### config.mk
export PLATFORM = sky130hd
export DESIGN_NAME = bcd_conv_sched
export DESIGN_NICKNAME = d
export VERILOG_FILES = /design/src/rtl/bcd_sched_pkg.sv /design/src/rtl/rr_arbiter.sv /design/src/rtl/bcd_conv_sched.sv
export SDC_FILE = /design/constraint.sdc
export NUM_CORES = 1
export LEC_CHECK = 0
export CAP_MARGIN = 0
export CORE_ASPECT_RATIO = 2
export CORE_UTILIZATION = 40
export DETAILED_ROUTE_END_ITERATION = 10
export HOLD_SLACK_MARGIN = 0.08
export MAX_ROUTING_LAYER = met4
export PLACE_DENSITY = 0.74
export SETUP_SLACK_MARGIN = 0.2
export SLEW_MARGIN = 10
export SYNTH_ARGS = -nofsm -noshare
export SYNTH_HDL_FRONTEND = slang
export SYNTH_SLANG_ARGS = --single-unit
### constraint.sdc
create_clock -name clk -period 4.1 [get_ports clk]
set_input_delay 0.82 -clock clk [delete_from_list [all_inputs] [get_ports clk]]
set_output_delay 0.82 -clock clk [all_outputs]
set_load 0.02 [all_outputs]
### src/rtl/bcd_sched_pkg.sv
// Shared types and constants for the BCD conversion scheduler.
// Optional overflow saturation is enabled by defining BCD_SCHED_OVF_EN.
package bcd_sched_pkg;

    typedef enum logic [1:0] {
        IDLE   = 2'd0,
        LAUNCH = 2'd1,
        WAIT   = 2'd2,
        RESP   = 2'd3
    } state_e;

    localparam logic [7:0] BCD_MAX = 8'd99;
    localparam logic [7:0] BCD_SAT = 8'h99;

endpackage

### src/rtl/rr_arbiter.sv
// Combinational round-robin picker: first set request at or after ptr_i,
// wrapping from NUM_REQ-1 back to 0.
module rr_arbiter #(
    parameter  int NUM_REQ = 4,
    localparam int ID_W    = $clog2(NUM_REQ)
) (
    input  logic [NUM_REQ-1:0] req_i,
    input  logic [ID_W-1:0]    ptr_i,
    output logic [NUM_REQ-1:0] gnt_o,
    output logic [ID_W-1:0]    idx_o,
    output logic               vld_o
);

    function automatic int slot(input logic [ID_W-1:0] p, input int k);
        int s;
        s = int'(p) + k;
        return (s >= NUM_REQ) ? s - NUM_REQ : s;
    endfunction

    // Walk offsets from farthest to nearest so the nearest hit wins.
    always_comb begin
        gnt_o = '0;
        idx_o = '0;
        vld_o = 1'b0;
        for (int k = NUM_REQ - 1; k >= 0; k--) begin
            if (req_i[slot(ptr_i, k)]) begin
                gnt_o                 = '0;
                gnt_o[slot(ptr_i, k)] = 1'b1;
                idx_o                 = ID_W'(slot(ptr_i, k));
                vld_o                 = 1'b1;
            end
        end
    end

endmodule

### src/rtl/bcd_conv_sched.sv
// Round-robin scheduler sharing one external binary-to-BCD engine among NUM_REQ requesters.
// Define BCD_SCHED_OVF_EN to add rsp_ovf and saturate results of operands above 99.
module bcd_conv_sched
    import bcd_sched_pkg::*;
#(
    parameter  int NUM_REQ = 4,
    parameter  int ENG_LAT = 10,
    localparam int ID_W    = $clog2(NUM_REQ)
) (
    input  logic                 clk,
    input  logic                 rst_n,
    input  logic [NUM_REQ-1:0]   req_vld,
    input  logic [NUM_REQ*8-1:0] req_data,
    output logic [NUM_REQ-1:0]   req_rdy,
    output logic [7:0]           eng_din,
    output logic                 eng_din_vld,
    input  logic [7:0]           eng_bcd,
    output logic                 rsp_vld,
    input  logic                 rsp_rdy,
    output logic [7:0]           rsp_bcd,
    output logic [ID_W-1:0]      rsp_id,
`ifdef BCD_SCHED_OVF_EN
    output logic                 rsp_ovf,
`endif
    output logic                 busy
);

    localparam int CNT_W = (ENG_LAT > 1) ? $clog2(ENG_LAT) : 1;

    state_e              state_q, state_d;
    logic [NUM_REQ-1:0]  gnt_q, gnt_d;
    logic [ID_W-1:0]     idx_q, idx_d, ptr_q, ptr_d, id_q, id_d;
    logic [CNT_W-1:0]    cnt_q, cnt_d;
    logic [7:0]          din_q, din_d, bcd_q, bcd_d;
`ifdef BCD_SCHED_OVF_EN
    logic                ovf_q, ovf_d;
`endif

    logic [NUM_REQ-1:0]  arb_gnt;
    logic [ID_W-1:0]     arb_idx;
    logic                arb_vld;

    rr_arbiter #(.NUM_REQ(NUM_REQ)) u_arb (
        .req_i (req_vld),
        .ptr_i (ptr_q),
        .gnt_o (arb_gnt),
        .idx_o (arb_idx),
        .vld_o (arb_vld)
    );

    always_comb begin
        state_d     = state_q;
        gnt_d       = gnt_q;
        idx_d       = idx_q;
        ptr_d       = ptr_q;
        cnt_d       = cnt_q;
        din_d       = din_q;
        bcd_d       = bcd_q;
        id_d        = id_q;
`ifdef BCD_SCHED_OVF_EN
        ovf_d       = ovf_q;
`endif
        req_rdy     = '0;
        eng_din_vld = 1'b0;
        case (state_q)
            IDLE: begin
                if (arb_vld) begin
                    gnt_d   = arb_gnt;
                    idx_d   = arb_idx;
                    din_d   = req_data[{arb_idx, 3'b000} +: 8];
                    state_d = LAUNCH;
                end
            end
            LAUNCH: begin
                req_rdy     = gnt_q;
                eng_din_vld = 1'b1;
                ptr_d       = (idx_q == ID_W'(NUM_REQ - 1)) ? '0 : idx_q + 1'b1;
                cnt_d       = '0;
                state_d     = WAIT;
            end
            WAIT: begin
                // Engine output is only trusted once the full latency has elapsed.
                if (cnt_q == CNT_W'(ENG_LAT - 1)) begin
                    cnt_d   = '0;
                    id_d    = idx_q;
                    state_d = RESP;
`ifdef BCD_SCHED_OVF_EN
                    ovf_d   = (din_q > BCD_MAX);
                    bcd_d   = (din_q > BCD_MAX) ? BCD_SAT : eng_bcd;
`else
                    bcd_d   = eng_bcd;
`endif
                end else begin
                    cnt_d = cnt_q + 1'b1;
                end
            end
            RESP: begin
                if (rsp_rdy) state_d = IDLE;
            end
            default: state_d = IDLE;
        endcase
    end

    always_ff @(posedge clk or negedge rst_n) begin
        if (!rst_n) begin
            state_q <= IDLE;
            gnt_q   <= '0;
            idx_q   <= '0;
            ptr_q   <= '0;
            cnt_q   <= '0;
            din_q   <= '0;
            bcd_q   <= '0;
            id_q    <= '0;
`ifdef BCD_SCHED_OVF_EN
            ovf_q   <= 1'b0;
`endif
        end else begin
            state_q <= state_d;
            gnt_q   <= gnt_d;
            idx_q   <= idx_d;
            ptr_q   <= ptr_d;
            cnt_q   <= cnt_d;
            din_q   <= din_d;
            bcd_q   <= bcd_d;
            id_q    <= id_d;
`ifdef BCD_SCHED_OVF_EN
            ovf_q   <= ovf_d;
`endif
        end
    end

    assign eng_din = din_q;
    assign rsp_vld = (state_q == RESP);
    assign rsp_bcd = bcd_q;
    assign rsp_id  = id_q;
    assign busy    = (state_q != IDLE);
`ifdef BCD_SCHED_OVF_EN
    assign rsp_ovf = ovf_q;
`endif

endmodule

==> summary.json, run 1 <==
{
  "fill_cells": {"value": 485},
  "layout_skew": {"value": 0.00414, "unit": "ns"},
  "postSynthNetCount": {"value": 286},
  "ys_async_sr_fraction": {"value": 100, "unit": "%"},
  "pin_count_of_the_biggest_net_entering_global_routing": {"value": 33},
  "multiInputGateArea": {"value": 1300, "unit": "um^2"},
  "combinationalPowerShare": {"value": 63.7, "unit": "%"},
  "p_int": {"value": 1.13, "unit": "mW"},
  "postSynthCellCount": {"value": 223},
  "number_of_instances_resized_during_post_cts_repair": {"value": 0},
  "firstDrtPassIters": {"value": 4},
  "maxSlewHeadroom": {"value": 23.4, "unit": "%"},
  "arrival": {"value": 3.47, "unit": "ns"},
  "worst-slew-pin-transition": {"value": 1.14, "unit": "ns"},
  "fin_crit_period": {"value": 3.32, "unit": "ns"},
  "min_delay_worst_endpoint": {"value": "gnt_q[0]"},
  "ff2ff_setup_slack": {"value": 0.78, "unit": "ns"},
  "seq_power_share": {"value": 24.0, "unit": "%"},
  "grt_util_met1": {"value": 20.5, "unit": "%"},
  "gr_layer_usage_met2": {"value": 34.4, "unit": "%"},
  "post_route_fraction_of_the_period_consumed_by_the_critical_path": {"value": 80.9, "unit": "%"},
  "wire_per_inst": {"value": 15.7, "unit": "um"},
  "clk_buf_depth": {"value": 2},
  "timing.setup.critical_path_class": {"value": "flip-flop to flip-flop"},
  "rsz0062_at_grt": {"value": "no"},
  "cts_sinks": {"value": 32},
  "post_cts.repair.setup_buffers": {"value": 0},
  "crit_required": {"value": 4.25, "unit": "ns"},
  "fin_tns_setup": {"value": 0, "unit": "ns"},
  "maximum_ir_drop_on_the_vdd_rail": {"value": 460, "unit": "uV"},
  "power_frac_clock": {"value": 12.3, "unit": "%"},
  "fin_hold_ws": {"value": 0.478, "unit": "ns"},
  "hold_depth": {"value": 2},
  "hold_buffers": {"value": 0},
  "insertedDiodeCount": {"value": 0},
  "finalNonFillerCells": {"value": 353},
  "clkSlewWorstSetupHoldPaths": {"value": 0.07, "unit": "ns"},
  "proportion_of_total_power_due_to_net_switching": {"value": 44.8, "unit": "%"},
  "postSynthRegisterBits": {"value": 32},
  "grt_pass1_vias": {"value": 2007},
  "detail_route.vias_per_cell": {"value": 5.59},
  "htreeDepth": {"value": 2},
  "setup_viol_count_final": {"value": 0},
  "groute.usage.overall": {"value": 19.5, "unit": "%"},
  "finalInstanceArea": {"value": 3080, "unit": "um^2"},
  "drc": {"value": 0},
  "clkLatencyLatePin": {"value": 0.28, "unit": "ns"},
  "clk_root_buffer_cell": {"value": "sky130_fd_sc_hd__clkbuf_8"},
  "detailed_place_hpwl": {"value": 4180, "unit": "um"},
  "status": {"value": "finished clean"},
  "dieArea": {"value": 6010, "unit": "um^2"},
  "yosys_warnings": {"value": 0},
  "synth.avg_cell_area": {"value": 10.2, "unit": "um^2"},
  "die_w": {"value": 55.3, "unit": "um"},
  "antenna_left": {"value": 0},
  "worst_path_dominant_cell_family": {"value": "multiplexers"},
  "grt_antenna_before_repair": {"value": 0},
  "post-place-cells": {"value": 345},
  "worst_path_max_delay_cell": {"value": "sky130_fd_sc_hd__mux4_2"},
  "regArea": {"value": 801, "unit": "um^2"},
  "initialDrtViolationCount": {"value": 59},
  "min-delay-path-class": {"value": "flip-flop to flip-flop"},
  "gp_routability_congestion": {"value": 0.884},
  "ios": {"value": 72},
  "yosysUniqueCellTypes": {"value": 46},
  "worst_hold_startpoint": {"value": "gnt_q[0]"},
  "tritoncts_clock_tree": {"value": "done"},
  "starting_density_of_the_core": {"value": 41.6, "unit": "%"},
  "grt_pass1_wl": {"value": 9030, "unit": "um"},
  "final-hold-violation-count": {"value": 0},
  "path_cells": {"value": "buf_4, clkinv_1, ha_1, mux4_2, nor2b_4, o21a_4, or2_1, buf_4, mux2i_1, o211ai_1"},
  "crit-reg2reg-capture": {"value": "eng_din[7]"},
  "critPathLaunchType": {"value": "flip-flop"},
  "p_per_area": {"value": 664, "unit": "nW/um^2"},
  "max_cap_viol_count": {"value": 0},
  "areaGrowthSynthToFinish": {"value": 35.3, "unit": "%"},
  "drv_slew": {"value": 0},
  "timing.fmax": {"value": 302, "unit": "MHz"},
  "num_vias": {"value": 1975},
  "crit-reg2reg-launch": {"value": "ptr_q[0]"},
  "cellLeakagePower": {"value": 1.31, "unit": "nW"},
  "synth_seq_area_share": {"value": 35.2, "unit": "%"},
  "floorplan.core_area": {"value": 5470, "unit": "um^2"},
  "crit_fanout": {"value": 17},
  "syn_area": {"value": 2270, "unit": "um^2"},
  "grt_util_met3": {"value": 3.20, "unit": "%"},
  "p_switching": {"value": 0.915, "unit": "mW"},
  "critPathCaptureType": {"value": "flip-flop"},
  "port_buffers": {"value": 71},
  "die_height": {"value": 109, "unit": "um"},
  "cp_common_cell": {"value": "sky130_fd_sc_hd__buf_4"},
  "largest_stage_delay_on_the_critical_path": {"value": 0.63, "unit": "ns"},
  "placed_area": {"value": 2990, "unit": "um^2"},
  "r2r_cells": {"value": 10},
  "synth-edff-count": {"value": 0},
  "tritoncts.num_buffers": {"value": 5},
  "postRouteWirelength": {"value": 5530, "unit": "um"},
  "ys_dominant_reg_cell": {"value": "sky130_fd_sc_hd__dfrtp_1"},
  "grt.overflow.total": {"value": 0},
  "critical_path_buf_inv_count": {"value": 3},
  "number_of_nets_in_the_finished_design": {"value": 355},
  "globalRoute.busiestLayer": {"value": "met2"},
  "share_of_post_route_cells_with_drive_strength_above_1": {"value": 11.9, "unit": "%"},
  "placement_rows": {"value": 38}
}
-- flip-flops by register name (all words and copies together) (netlist names) --
signal   cells
cnt_q        4
idx_q        2
eng_din      8
rsp_id       2
rsp_bcd      8
gnt_q        4
ptr_q        2
state_q      2
-- kinds of logic after synthesis --
kind of cell | after synthesis | synth area share [%]
adders and majority gates | 16 | 8.81
AOI/OAI and AO/OA | 52 | 17.8
muxes | 31 | 16.1
buffers and inverters | 30 | 7.48
DFF | 32 | 35.2
and+or+nand+nor | 62 | 14.6
-- worst register-to-register path, cell delays in order, from the launching register on --
cell and delay (ns):
sky130_fd_sc_hd__dfrtp_1 0.32, sky130_fd_sc_hd__buf_4 0.25, sky130_fd_sc_hd__clkinv_1 0.33, sky130_fd_sc_hd__ha_1 0.49, sky130_fd_sc_hd__mux4_2 0.63, sky130_fd_sc_hd__nor2b_4 0.27
sky130_fd_sc_hd__o21a_4 0.21, sky130_fd_sc_hd__or2_1 0.13, sky130_fd_sc_hd__buf_4 0.20, sky130_fd_sc_hd__mux2i_1 0.26, sky130_fd_sc_hd__o211ai_1 0.10
-- cell usage after synthesis, drive strengths merged (2+ instances only) --
cell type,instances,area [um^2]
a221oi,11,134
dfrtp,32,801
nand2b,4,27.5
o211ai,2,15.0
mux2,11,124
nand3,3,15.0
inv,15,56.3
mux4,3,71.3
buf,9,91.3
nor2,15,56.3
clkbuf,5,18.8
nor4b,6,52.6
o21a,4,37.5
mux2i,17,170
nor3,2,10.0
ha,16,200
o21ai,21,105
nand2,19,71.3
a22oi,4,30.0
and2,5,31.3
-- worst max path at each step --
stage	startpoint	end	slack, ns	depth (start not counted)
floorplan	ptr_q[0]	eng_din[1]	0.97	11
global placement	req_vld[2]	eng_din[7]	0.76	8
detailed placement	req_vld[2]	eng_din[1]	0.72	8
CTS	ptr_q[0]	eng_din[7]	0.80	10
global route	ptr_q[0]	eng_din[0]	0.57	10
finish	ptr_q[0]	eng_din[7]	0.78	10
-- area by class of cell --
cell class	instances	share of cell area, %
well taps	60	2.44
multi-input cells	161	42.3
clock buffers	8	2.93
repair buffers	76	24.3
flip-flops and latches	32	26.0
inverters	16	1.95
-- cell usage in the layout, fill, tap and decap left out, types with 2 or more instances in the layout --
cell                              count
sky130_fd_sc_hd__nor4b_1              6
sky130_fd_sc_hd__o21ai_0             15
sky130_fd_sc_hd__clkbuf_8             6
sky130_fd_sc_hd__nor2_1              15
sky130_fd_sc_hd__mux2i_1             17
sky130_fd_sc_hd__nand2_1             19
sky130_fd_sc_hd__a22oi_1              4
sky130_fd_sc_hd__buf_4                5
sky130_fd_sc_hd__and2_1               5
sky130_fd_sc_hd__o21a_1               3
sky130_fd_sc_hd__nand2b_1             3
sky130_fd_sc_hd__nor3_1               2
sky130_fd_sc_hd__mux4_2               2
sky130_fd_sc_hd__a221oi_1             5
sky130_fd_sc_hd__clkbuf_1             2
sky130_fd_sc_hd__o211ai_1             2
sky130_fd_sc_hd__a221oi_2             6
sky130_fd_sc_hd__mux2_2              11
sky130_fd_sc_hd__dfrtp_1             32
sky130_fd_sc_hd__nand3_1              3
sky130_fd_sc_hd__ha_1                16
sky130_fd_sc_hd__inv_1               15
sky130_fd_sc_hd__clkdlybuf4s50_1     71
sky130_fd_sc_hd__o21ai_1              6
-- power groups by stage --
stage / Combinational [mW] / Sequential, mW / Clock (mW)
global route: 1.42 / 0.503 / 0.272
global placement: 1.27 / 0.493 / 0
detailed placement: 1.30 / 0.497 / 0
finish: 1.30 / 0.490 / 0.251
floorplan: 0.927 / 0.533 / 0
CTS: 1.30 / 0.491 / 0.256
-- routing by layer --
metal	part of all wire (%)	wire (um)	up-vias
met5	0	0	-
met4	2.9	163	0
met3	5.0	275	16
met2	52	2880	82
met1	40	2210	933
li1	-	-	944
-- metrics by stage --
stage / total power, mW / worst slack (ns) / util (%)
finish: 2.04 / 0.784 / 56.3
global route: 2.19 / 0.573 / 56.3
CTS: 2.05 / 0.798 / 56.3
detailed placement: 1.79 / 0.722 / 54.6
global placement: 1.76 / 0.760 / 54.6
floorplan: 1.46 / 0.972 / -
Note: power is estimated with default switching activity, not from simulation.
==> run 2: changes to the inputs <==
--- a/config.mk
+++ b/config.mk
@@ -11,7 +11,7 @@
 export DETAILED_ROUTE_END_ITERATION = 10
 export HOLD_SLACK_MARGIN = 0.08
 export MAX_ROUTING_LAYER = met4
-export PLACE_DENSITY = 0.74
+export PLACE_DENSITY = 0.76
 export SETUP_SLACK_MARGIN = 0.2
 export SLEW_MARGIN = 10
 export SYNTH_ARGS = -nofsm -noshare
==> constraint.sdc (replaced) <==
create_clock -name clk -period 2.8 [get_ports clk]
set_input_delay 0.56 -clock clk [delete_from_list [all_inputs] [get_ports clk]]
set_output_delay 0.56 -clock clk [all_outputs]
set_load 0.02 [all_outputs]
==> run 2 against run 1 <==
Against the previous run: clock power grew 76%; die area unchanged; clock skew rose by 0.0030 ns; worst hold slack improved by 0.011 ns; cell count grew 4.2%; global-route usage increased by 2.0 points; via count grew 2.0%; worst setup slack worse by 0.46 ns; register-to-register slack worse by 0.42 ns; sequential share of layout area down 1.4 points; critical path type is now flip-flop to output port.
==> summary.json, run 2 (same netlist as run 1, synthesis figures left out) <==
{
  "status": {"value": "finished clean"},
  "timing.critical_path.depth": {"value": 4, "change": "-6"},
  "drv_slew": {"value": 0, "change": "unchanged"},
  "setup_viol_count_final": {"value": 0, "change": "unchanged"},
  "path_cells": {"value": "inv_1, ha_1, and2_1, clkdlybuf4s50_1"},
  "fin_crit_period": {"value": 2.48, "unit": "ns"},
  "crit-reg2reg-capture": {"value": "gnt_q[3]"},
  "clkSlewWorstSetupHoldPaths": {"value": 0.07, "unit": "ns", "change": "about the same"},
  "initialDrtViolationCount": {"value": 45, "change": "-24%"},
  "die_height": {"value": 109, "unit": "um", "change": "unchanged"},
  "tritoncts_clock_tree": {"value": "done"},
  "insertedDiodeCount": {"value": 0, "change": "unchanged"},
  "critPathLaunch": {"value": "state_q[1]"},
  "maximum_ir_drop_on_the_vdd_rail": {"value": 942, "unit": "uV", "change": "+100%"},
  "timing.setup.critical_path_class": {"value": "flip-flop to output port"},
  "share_of_post_route_cells_with_drive_strength_above_1": {"value": 18.5, "unit": "%", "change": "+6.6 points"},
  "clk_root_buffer_cell": {"value": "sky130_fd_sc_hd__clkbuf_8"},
  "dieArea": {"value": 6010, "unit": "um^2", "change": "unchanged"},
  "drc": {"value": 0, "change": "unchanged"},
  "starting_density_of_the_core": {"value": 41.6, "unit": "%", "change": "unchanged"},
  "critPathLaunchType": {"value": "flip-flop"},
  "floorplan.core_area": {"value": 5470, "unit": "um^2", "change": "unchanged"},
  "areaGrowthSynthToFinish": {"value": 43.3, "unit": "%"},
  "port_buffers": {"value": 71, "change": "unchanged"},
  "groute.usage.overall": {"value": 21.5, "unit": "%", "change": "+2.0 points"},
  "die_w": {"value": 55.3, "unit": "um", "change": "unchanged"},
  "fill_cells": {"value": 473, "change": "-2.5%"},
  "cts_sinks": {"value": 32, "change": "unchanged"},
  "crit-reg2reg-launch": {"value": "ptr_q[0]"},
  "layout_skew": {"value": 0.00711, "unit": "ns", "change": "+0.00297 ns"},
  "clk_buf_depth": {"value": 2, "change": "unchanged"},
  "tritoncts.num_buffers": {"value": 5, "change": "unchanged"},
  "min-delay-path-class": {"value": "flip-flop to flip-flop"},
  "max_cap_viol_count": {"value": 0, "change": "unchanged"},
  "p_per_area": {"value": 1000, "unit": "nW/um^2", "change": "+51%"},
  "timing.fmax": {"value": 403, "unit": "MHz"},
  "post_cts.repair.setup_buffers": {"value": 0, "change": "unchanged"},
  "layout_commonest_cell": {"value": "sky130_fd_sc_hd__clkdlybuf4s50_1"},
  "final-hold-violation-count": {"value": 0, "change": "unchanged"},
  "number_of_instances_resized_during_post_cts_repair": {"value": 0, "change": "unchanged"},
  "grt_pass1_wl": {"value": 9890, "unit": "um", "change": "+9.6%"},
  "finalNonFillerCells": {"value": 368, "change": "+4.2%"},
  "post-place-cells": {"value": 360, "change": "+4.3%"},
  "grt_pass1_vias": {"value": 2121, "change": "+5.7%"},
  "crit_required": {"value": 2.24, "unit": "ns", "change": "-2.01 ns"},
  "number_of_nets_in_the_finished_design": {"value": 370, "change": "+4.2%"},
  "rsz0062_at_grt": {"value": "no"},
  "num_vias": {"value": 2014, "change": "+2.0%"},
  "ios": {"value": 72, "change": "unchanged"},
  "cellLeakagePower": {"value": 1.40, "unit": "nW", "change": "+6.9%"},
  "fin_tns_setup": {"value": 0, "unit": "ns", "change": "unchanged"},
  "maxSlewHeadroom": {"value": 64.9, "unit": "%", "change": "+41 points"},
  "worst_path_max_delay_cell": {"value": "sky130_fd_sc_hd__clkdlybuf4s50_1"},
  "critical_path_end": {"value": "req_rdy[1]"},
  "crit_fanout": {"value": 9, "change": "-8"},
  "firstDrtPassIters": {"value": 4, "change": "unchanged"},
  "clkLatencyLatePin": {"value": 0.29, "unit": "ns", "change": "about the same"},
  "worst-slew-pin-transition": {"value": 0.524, "unit": "ns", "change": "-0.619 ns"},
  "pin_count_of_the_biggest_net_entering_global_routing": {"value": 33, "change": "unchanged"},
  "wire_per_inst": {"value": 16.1, "unit": "um", "change": "+2.9%"},
  "layout.core_utilization": {"value": 59.6, "unit": "%", "change": "+3.3 points"},
  "critical_path_buf_inv_count": {"value": 2, "change": "-1"},
  "htreeDepth": {"value": 2, "change": "unchanged"},
  "grt_antenna_before_repair": {"value": 0, "change": "unchanged"},
  "detailed_place_hpwl": {"value": 4720, "unit": "um", "change": "+13%"},
  "critPathCaptureType": {"value": "output port"},
  "arrival": {"value": 1.92, "unit": "ns", "change": "-1.55 ns"},
  "postRouteWirelength": {"value": 5930, "unit": "um", "change": "+7.2%"},
  "ff2ff_setup_slack": {"value": 0.36, "unit": "ns", "change": "-0.42 ns"},
  "gp_routability_congestion": {"value": 0.878, "change": "-0.59%"},
  "final_cell_mix": {"value": "71 x sky130_fd_sc_hd__clkdlybuf4s50_1, 31 x sky130_fd_sc_hd__dfrtp_1, 19 x sky130_fd_sc_hd__nand2_1, 19 x sky130_fd_sc_hd__buf_4, 17 x sky130_fd_sc_hd__mux2i_1"},
  "hold_buffers": {"value": 0, "change": "unchanged"},
  "r2r_cells": {"value": 8, "change": "-2"},
  "antenna_left": {"value": 0, "change": "unchanged"},
  "grt.overflow.total": {"value": 0, "change": "unchanged"},
  "largest_stage_delay_on_the_critical_path": {"value": 0.60, "unit": "ns", "change": "-0.03 ns"},
  "detail_route.vias_per_cell": {"value": 5.47, "change": "-2.2%"},
  "post_route_fraction_of_the_period_consumed_by_the_critical_path": {"value": 88.6, "unit": "%"},
  "placement_rows": {"value": 38, "change": "unchanged"},
  "worst_path_dominant_cell_family": {"value": "buffers and inverters"}
}
==> run 2: changes by cell type in the layout (fill, tap and decap cells not counted), moves of 2 or more <==
cell / before / now
sky130_fd_sc_hd__clkbuf_1: 2 / 0
sky130_fd_sc_hd__buf_4: 5 / 19
sky130_fd_sc_hd__inv_1: 15 / 13
sky130_fd_sc_hd__inv_2: 0 / 2
==> run 2: per-layer routing <==
layer,up-vias,GRT usage (%),wire length [um]
met5,-,-,0
met4,0,10.0,178
met3,14,2.73,135
met2,38,41.6,3530
met1,986,20.7,2090
li1,976,-,-
==> run 2: cell type report <==
type	instances	area, um^2	share of cell area, %
Tap cell	60	75.1	2.31
Multi-Input combinational cell	161	1320	40.6
Timing Repair Buffer	91	873	26.8
Clock buffer	5	68.8	2.11
Clock inverter	3	42.5	1.31
Inverter	16	72.6	2.23
Sequential cell	32	802	24.6
==> run 2: where the power goes <==
group / total (mW) / leakage (nW) / internal [mW] / switching, mW
clock: 0.442 / 0.0541 / 0.263 / 0.179
combinational: 2.12 / 0.950 / 0.999 / 1.12
sequential: 0.711 / 0.398 / 0.607 / 0.104
total: 3.27 / 1.40 / 1.87 / 1.40
==> run 2: worst min path at each step <==
| stage | slack [ns] | end | startpoint | cells after the start |
|---|---|---|---|---|
| after floorplan | 0.26 | cnt_q[0] | rst_n | 0 |
| after CTS | 0.50 | gnt_q[2] | gnt_q[2] | 2 |
| final | 0.49 | gnt_q[2] | gnt_q[2] | 2 |
| after global placement | 0.47 | gnt_q[0] | gnt_q[0] | 2 |
| after detailed placement | 0.48 | gnt_q[2] | gnt_q[2] | 2 |
| after global routing | 0.53 | gnt_q[2] | gnt_q[2] | 2 |
==> run 2: stage by stage <==
stage / hold slack [ns] / area, um^2 / total power [mW] / worst slack (ns)
after floorplan: 0.264 / 2330 / 2.22 / 0.135
after global placement: 0.474 / 3150 / 2.78 / 0.110
after detailed placement: 0.479 / 3150 / 2.84 / 0.0469
after CTS: 0.495 / 3260 / 3.30 / 0.303
after global routing: 0.528 / 3260 / 3.52 / 0.207
final: 0.489 / 3260 / 3.27 / 0.321
==> run 2: worst reg2reg max path, cell delays in order, from the launching register on <==
cell and delay (ns):
sky130_fd_sc_hd__dfrtp_2 0.43, sky130_fd_sc_hd__clkinv_8 0.09, sky130_fd_sc_hd__ha_4 0.30, sky130_fd_sc_hd__mux4_2 0.57, sky130_fd_sc_hd__buf_4 0.19, sky130_fd_sc_hd__a22oi_1 0.18, sky130_fd_sc_hd__nor2_1 0.06, sky130_fd_sc_hd__a221oi_1 0.35
sky130_fd_sc_hd__o21ai_0 0.14
==> run 3: changes to the inputs <==
--- a/config.mk
+++ b/config.mk
@@ -7,11 +7,12 @@
 export LEC_CHECK = 0
 export CAP_MARGIN = 0
 export CORE_ASPECT_RATIO = 2
-export CORE_UTILIZATION = 40
+export CORE_UTILIZATION = 42
 export DETAILED_ROUTE_END_ITERATION = 10
+export GPL_TIMING_DRIVEN = 0
 export HOLD_SLACK_MARGIN = 0.08
 export MAX_ROUTING_LAYER = met4
-export PLACE_DENSITY = 0.76
+export PLACE_DENSITY = 0.79
 export SETUP_SLACK_MARGIN = 0.2
 export SLEW_MARGIN = 10
 export SYNTH_ARGS = -nofsm -noshare
==> run 3 against run 2 <==
Against the previous run: sequential share of layout area decreased by 0.99 points; worst hold slack got worse by 0.17 ns; clock power decreased by 2%; first-iteration DRC count decreased by 13%; combinational power increased by 18%; critical path depth increased by 8; wire length increased by 0.69%; global-route usage increased by 1.5 points; clock-buffer cell count increased by 1; design area increased by 4.3%; cell count increased by 3.3%; worst setup slack got worse by 0.15 ns.
==> summary.json, run 3 (same netlist as run 1, synthesis figures left out) <==
{
  "firstDrtPassIters": {"value": 6, "change": "+2"},
  "crit-reg2reg-capture": {"value": "eng_din[1]"},
  "wire_per_inst": {"value": 15.7, "unit": "um", "change": "-2.5%"},
  "grt_pass1_vias": {"value": 2147, "change": "+1.2%"},
  "p_per_area": {"value": 1080, "unit": "nW/um^2", "change": "+7.1%"},
  "ios": {"value": 72, "change": "unchanged"},
  "final-hold-violation-count": {"value": 0, "change": "unchanged"},
  "fin_crit_period": {"value": 2.63, "unit": "ns", "change": "+0.154 ns"},
  "initialDrtViolationCount": {"value": 39, "change": "-13%"},
  "detail_route.vias_per_cell": {"value": 5.50, "change": "+0.45%"},
  "post-place-cells": {"value": 349, "change": "-3.1%"},
  "crit-reg2reg-launch": {"value": "ptr_q[0]"},
  "drc": {"value": 0, "change": "unchanged"},
  "tritoncts.num_buffers": {"value": 5, "change": "unchanged"},
  "number_of_nets_in_the_finished_design": {"value": 384, "change": "+3.8%"},
  "postRouteWirelength": {"value": 5970, "unit": "um", "change": "+0.69%"},
  "crit_required": {"value": 2.96, "unit": "ns", "change": "+0.72 ns"},
  "critPathCaptureType": {"value": "flip-flop"},
  "crit_fanout": {"value": 5, "change": "-4"},
  "total_power": {"value": 3.66, "unit": "mW", "change": "+12%"},
  "cellLeakagePower": {"value": 1.48, "unit": "nW", "change": "+5.8%"},
  "r2r_cells": {"value": 12, "change": "+4"},
  "placement.setup.worst_slack": {"value": -0.287, "unit": "ns", "change": "-0.334 ns"},
  "arrival": {"value": 2.79, "unit": "ns", "change": "+0.87 ns"},
  "clk_buf_depth": {"value": 2, "change": "unchanged"},
  "grt_antenna_before_repair": {"value": 0, "change": "unchanged"},
  "clkSlewWorstSetupHoldPaths": {"value": 0.07, "unit": "ns", "change": "about the same"},
  "fill_cells": {"value": 425, "change": "-10%"},
  "regArea": {"value": 803, "unit": "um^2", "change": "+0.16%"},
  "layout_commonest_cell": {"value": "sky130_fd_sc_hd__clkdlybuf4s50_1"},
  "min-delay-path-class": {"value": "primary input to asynchronous set/reset pin"},
  "clkLatencyLatePin": {"value": 0.28, "unit": "ns", "change": "about the same"},
  "multiInputGateArea": {"value": 1330, "unit": "um^2", "change": "+0.19%"},
  "gp_routability_congestion": {"value": 0.858, "change": "-2.3%"},
  "layout_skew": {"value": 0.00826, "unit": "ns", "change": "+0.00115 ns"},
  "max_cap_viol_count": {"value": 0, "change": "unchanged"},
  "maximum_ir_drop_on_the_vdd_rail": {"value": 987, "unit": "uV", "change": "+4.8%"},
  "floorplan.core_area": {"value": 5180, "unit": "um^2", "change": "-5.2%"},
  "cts_sinks": {"value": 32, "change": "unchanged"},
  "worst-slew-pin-transition": {"value": 0.708, "unit": "ns", "change": "+0.184 ns"},
  "critPathLaunchType": {"value": "flip-flop"},
  "placement_rows": {"value": 37, "change": "-2.6%"},
  "finalNonFillerCells": {"value": 380, "change": "+3.3%"},
  "maxSlewHeadroom": {"value": 52.8, "unit": "%", "change": "-12 points"},
  "pin_count_of_the_biggest_net_entering_global_routing": {"value": 33, "change": "unchanged"},
  "share_of_post_route_cells_with_drive_strength_above_1": {"value": 22.7, "unit": "%", "change": "+4.2 points"},
  "starting_density_of_the_core": {"value": 43.8, "unit": "%", "change": "+2.3 points"},
  "finalWorstSetupSlack": {"value": 0.167, "unit": "ns", "change": "-0.154 ns"},
  "timing.fmax": {"value": 380, "unit": "MHz", "change": "-5.8%"},
  "die_w": {"value": 54.0, "unit": "um", "change": "-2.3%"},
  "insertedDiodeCount": {"value": 0, "change": "unchanged"},
  "grt.overflow.total": {"value": 0, "change": "unchanged"},
  "detailed_place_hpwl": {"value": 4300, "unit": "um", "change": "-9.0%"},
  "grt_pass1_wl": {"value": 9510, "unit": "um", "change": "-3.9%"},
  "clk_root_buffer_cell": {"value": "sky130_fd_sc_hd__clkbuf_8"},
  "timing.setup.critical_path_class": {"value": "flip-flop to flip-flop"},
  "antenna_left": {"value": 0, "change": "unchanged"},
  "final_cell_mix": {"value": "66 x sky130_fd_sc_hd__clkdlybuf4s50_1, 30 x sky130_fd_sc_hd__dfrtp_1, 20 x sky130_fd_sc_hd__buf_4"},
  "areaGrowthSynthToFinish": {"value": 49.5, "unit": "%"},
  "groute.usage.overall": {"value": 23.0, "unit": "%", "change": "+1.5 points"},
  "status": {"value": "finished clean"},
  "port_buffers": {"value": 68, "change": "-4.2%"},
  "dieArea": {"value": 5730, "unit": "um^2", "change": "-4.6%"},
  "ff2ff_setup_slack": {"value": 0.17, "unit": "ns", "change": "-0.19 ns"},
  "rsz0062_at_grt": {"value": "no"},
  "tritoncts_clock_tree": {"value": "done"},
  "htreeDepth": {"value": 2, "change": "unchanged"},
  "post_route_fraction_of_the_period_consumed_by_the_critical_path": {"value": 94.0, "unit": "%", "change": "+5.5 points"},
  "setup_viol_count_final": {"value": 0, "change": "unchanged"},
  "drv_slew": {"value": 0, "change": "unchanged"},
  "num_vias": {"value": 2089, "change": "+3.7%"},
  "die_height": {"value": 106, "unit": "um", "change": "-2.4%"}
}
[run 3: cell count changes in the layout (fill, tap and decap cells not counted), moves of 3 or more]
cell                              change
sky130_fd_sc_hd__clkbuf_1             +4
sky130_fd_sc_hd__clkdlybuf4s50_1      -5
sky130_fd_sc_hd__buf_2                +3
sky130_fd_sc_hd__buf_6                +7
[run 3: area by class of cell]
class | instances | area share (%)
timing repair buffer | 91 | 25.7
sequential | 32 | 23.6
clock buffer | 6 | 2.14
inverter | 16 | 2.36
tap | 58 | 2.14
multi-input combinational | 161 | 39.0
buffer | 14 | 4.05
clock inverter | 2 | 1.03
[run 3: worst max path at each step]
stage | start | end | slack (ns) | cells after the start
final | ptr_q[0] | eng_din[1] | 0.17 | 12
after global routing | ptr_q[0] | eng_din[1] | 0.15 | 12
after global placement | req_vld[0] | eng_din[6] | -0.24 | 10
after CTS | ptr_q[0] | eng_din[1] | 0.20 | 12
after detailed placement | req_vld[0] | eng_din[4] | -0.29 | 10
after floorplan | ptr_q[0] | eng_din[1] | 0.14 | 12
[run 3: what timing repair did]
action,CTS,global route
buffers inserted,9,13
gates cloned,0,1
endpoints found under the setup margin,9,9
hold buffers,0,0
pin swaps,2,6
resized for setup,4,8
[run 3: per-layer routing]
metal  vias to the layer above  track usage [%]  share of wire, %
li1                       1007                -                 -
met1                      1033             23.5                36
met2                        38             40.9                59
met3                        11             3.86               2.4
met4                         0             9.52               2.4
met5                         -                -                 0
[run 3: power breakdown]
group	internal (mW)	switching (mW)	leakage [nW]
Clock	0.264	0.169	0.0552
Combinational	1.27	1.24	1.03
Sequential	0.608	0.104	0.397
Total	2.14	1.52	1.48
[run 3: through the flow]
step                      hold slack [ns]  TNS, ns  cell area, um^2  utilization, %
after floorplan                     0.264        0             2330               -
after global placement              0.464    -1.70             3080            59.4
after detailed placement            0.470    -2.03             3080            59.3
after CTS                           0.344        0             3260            62.8
after global routing                0.377        0             3400            65.5
final                               0.317        0             3400            65.5
[run 3: critical path: stages (launching register included)]
cell,delay (ns)
sky130_fd_sc_hd__dfrtp_2,0.40
sky130_fd_sc_hd__buf_12,0.12
sky130_fd_sc_hd__clkinv_8,0.05
sky130_fd_sc_hd__ha_4,0.27
sky130_fd_sc_hd__mux4_2,0.56
sky130_fd_sc_hd__nor2b_4,0.13
sky130_fd_sc_hd__buf_6,0.11
sky130_fd_sc_hd__o21a_4,0.12
sky130_fd_sc_hd__or2_1,0.10
sky130_fd_sc_hd__buf_6,0.14
sky130_fd_sc_hd__clkbuf_16,0.15
sky130_fd_sc_hd__mux2i_1,0.24
sky130_fd_sc_hd__o21ai_1,0.09
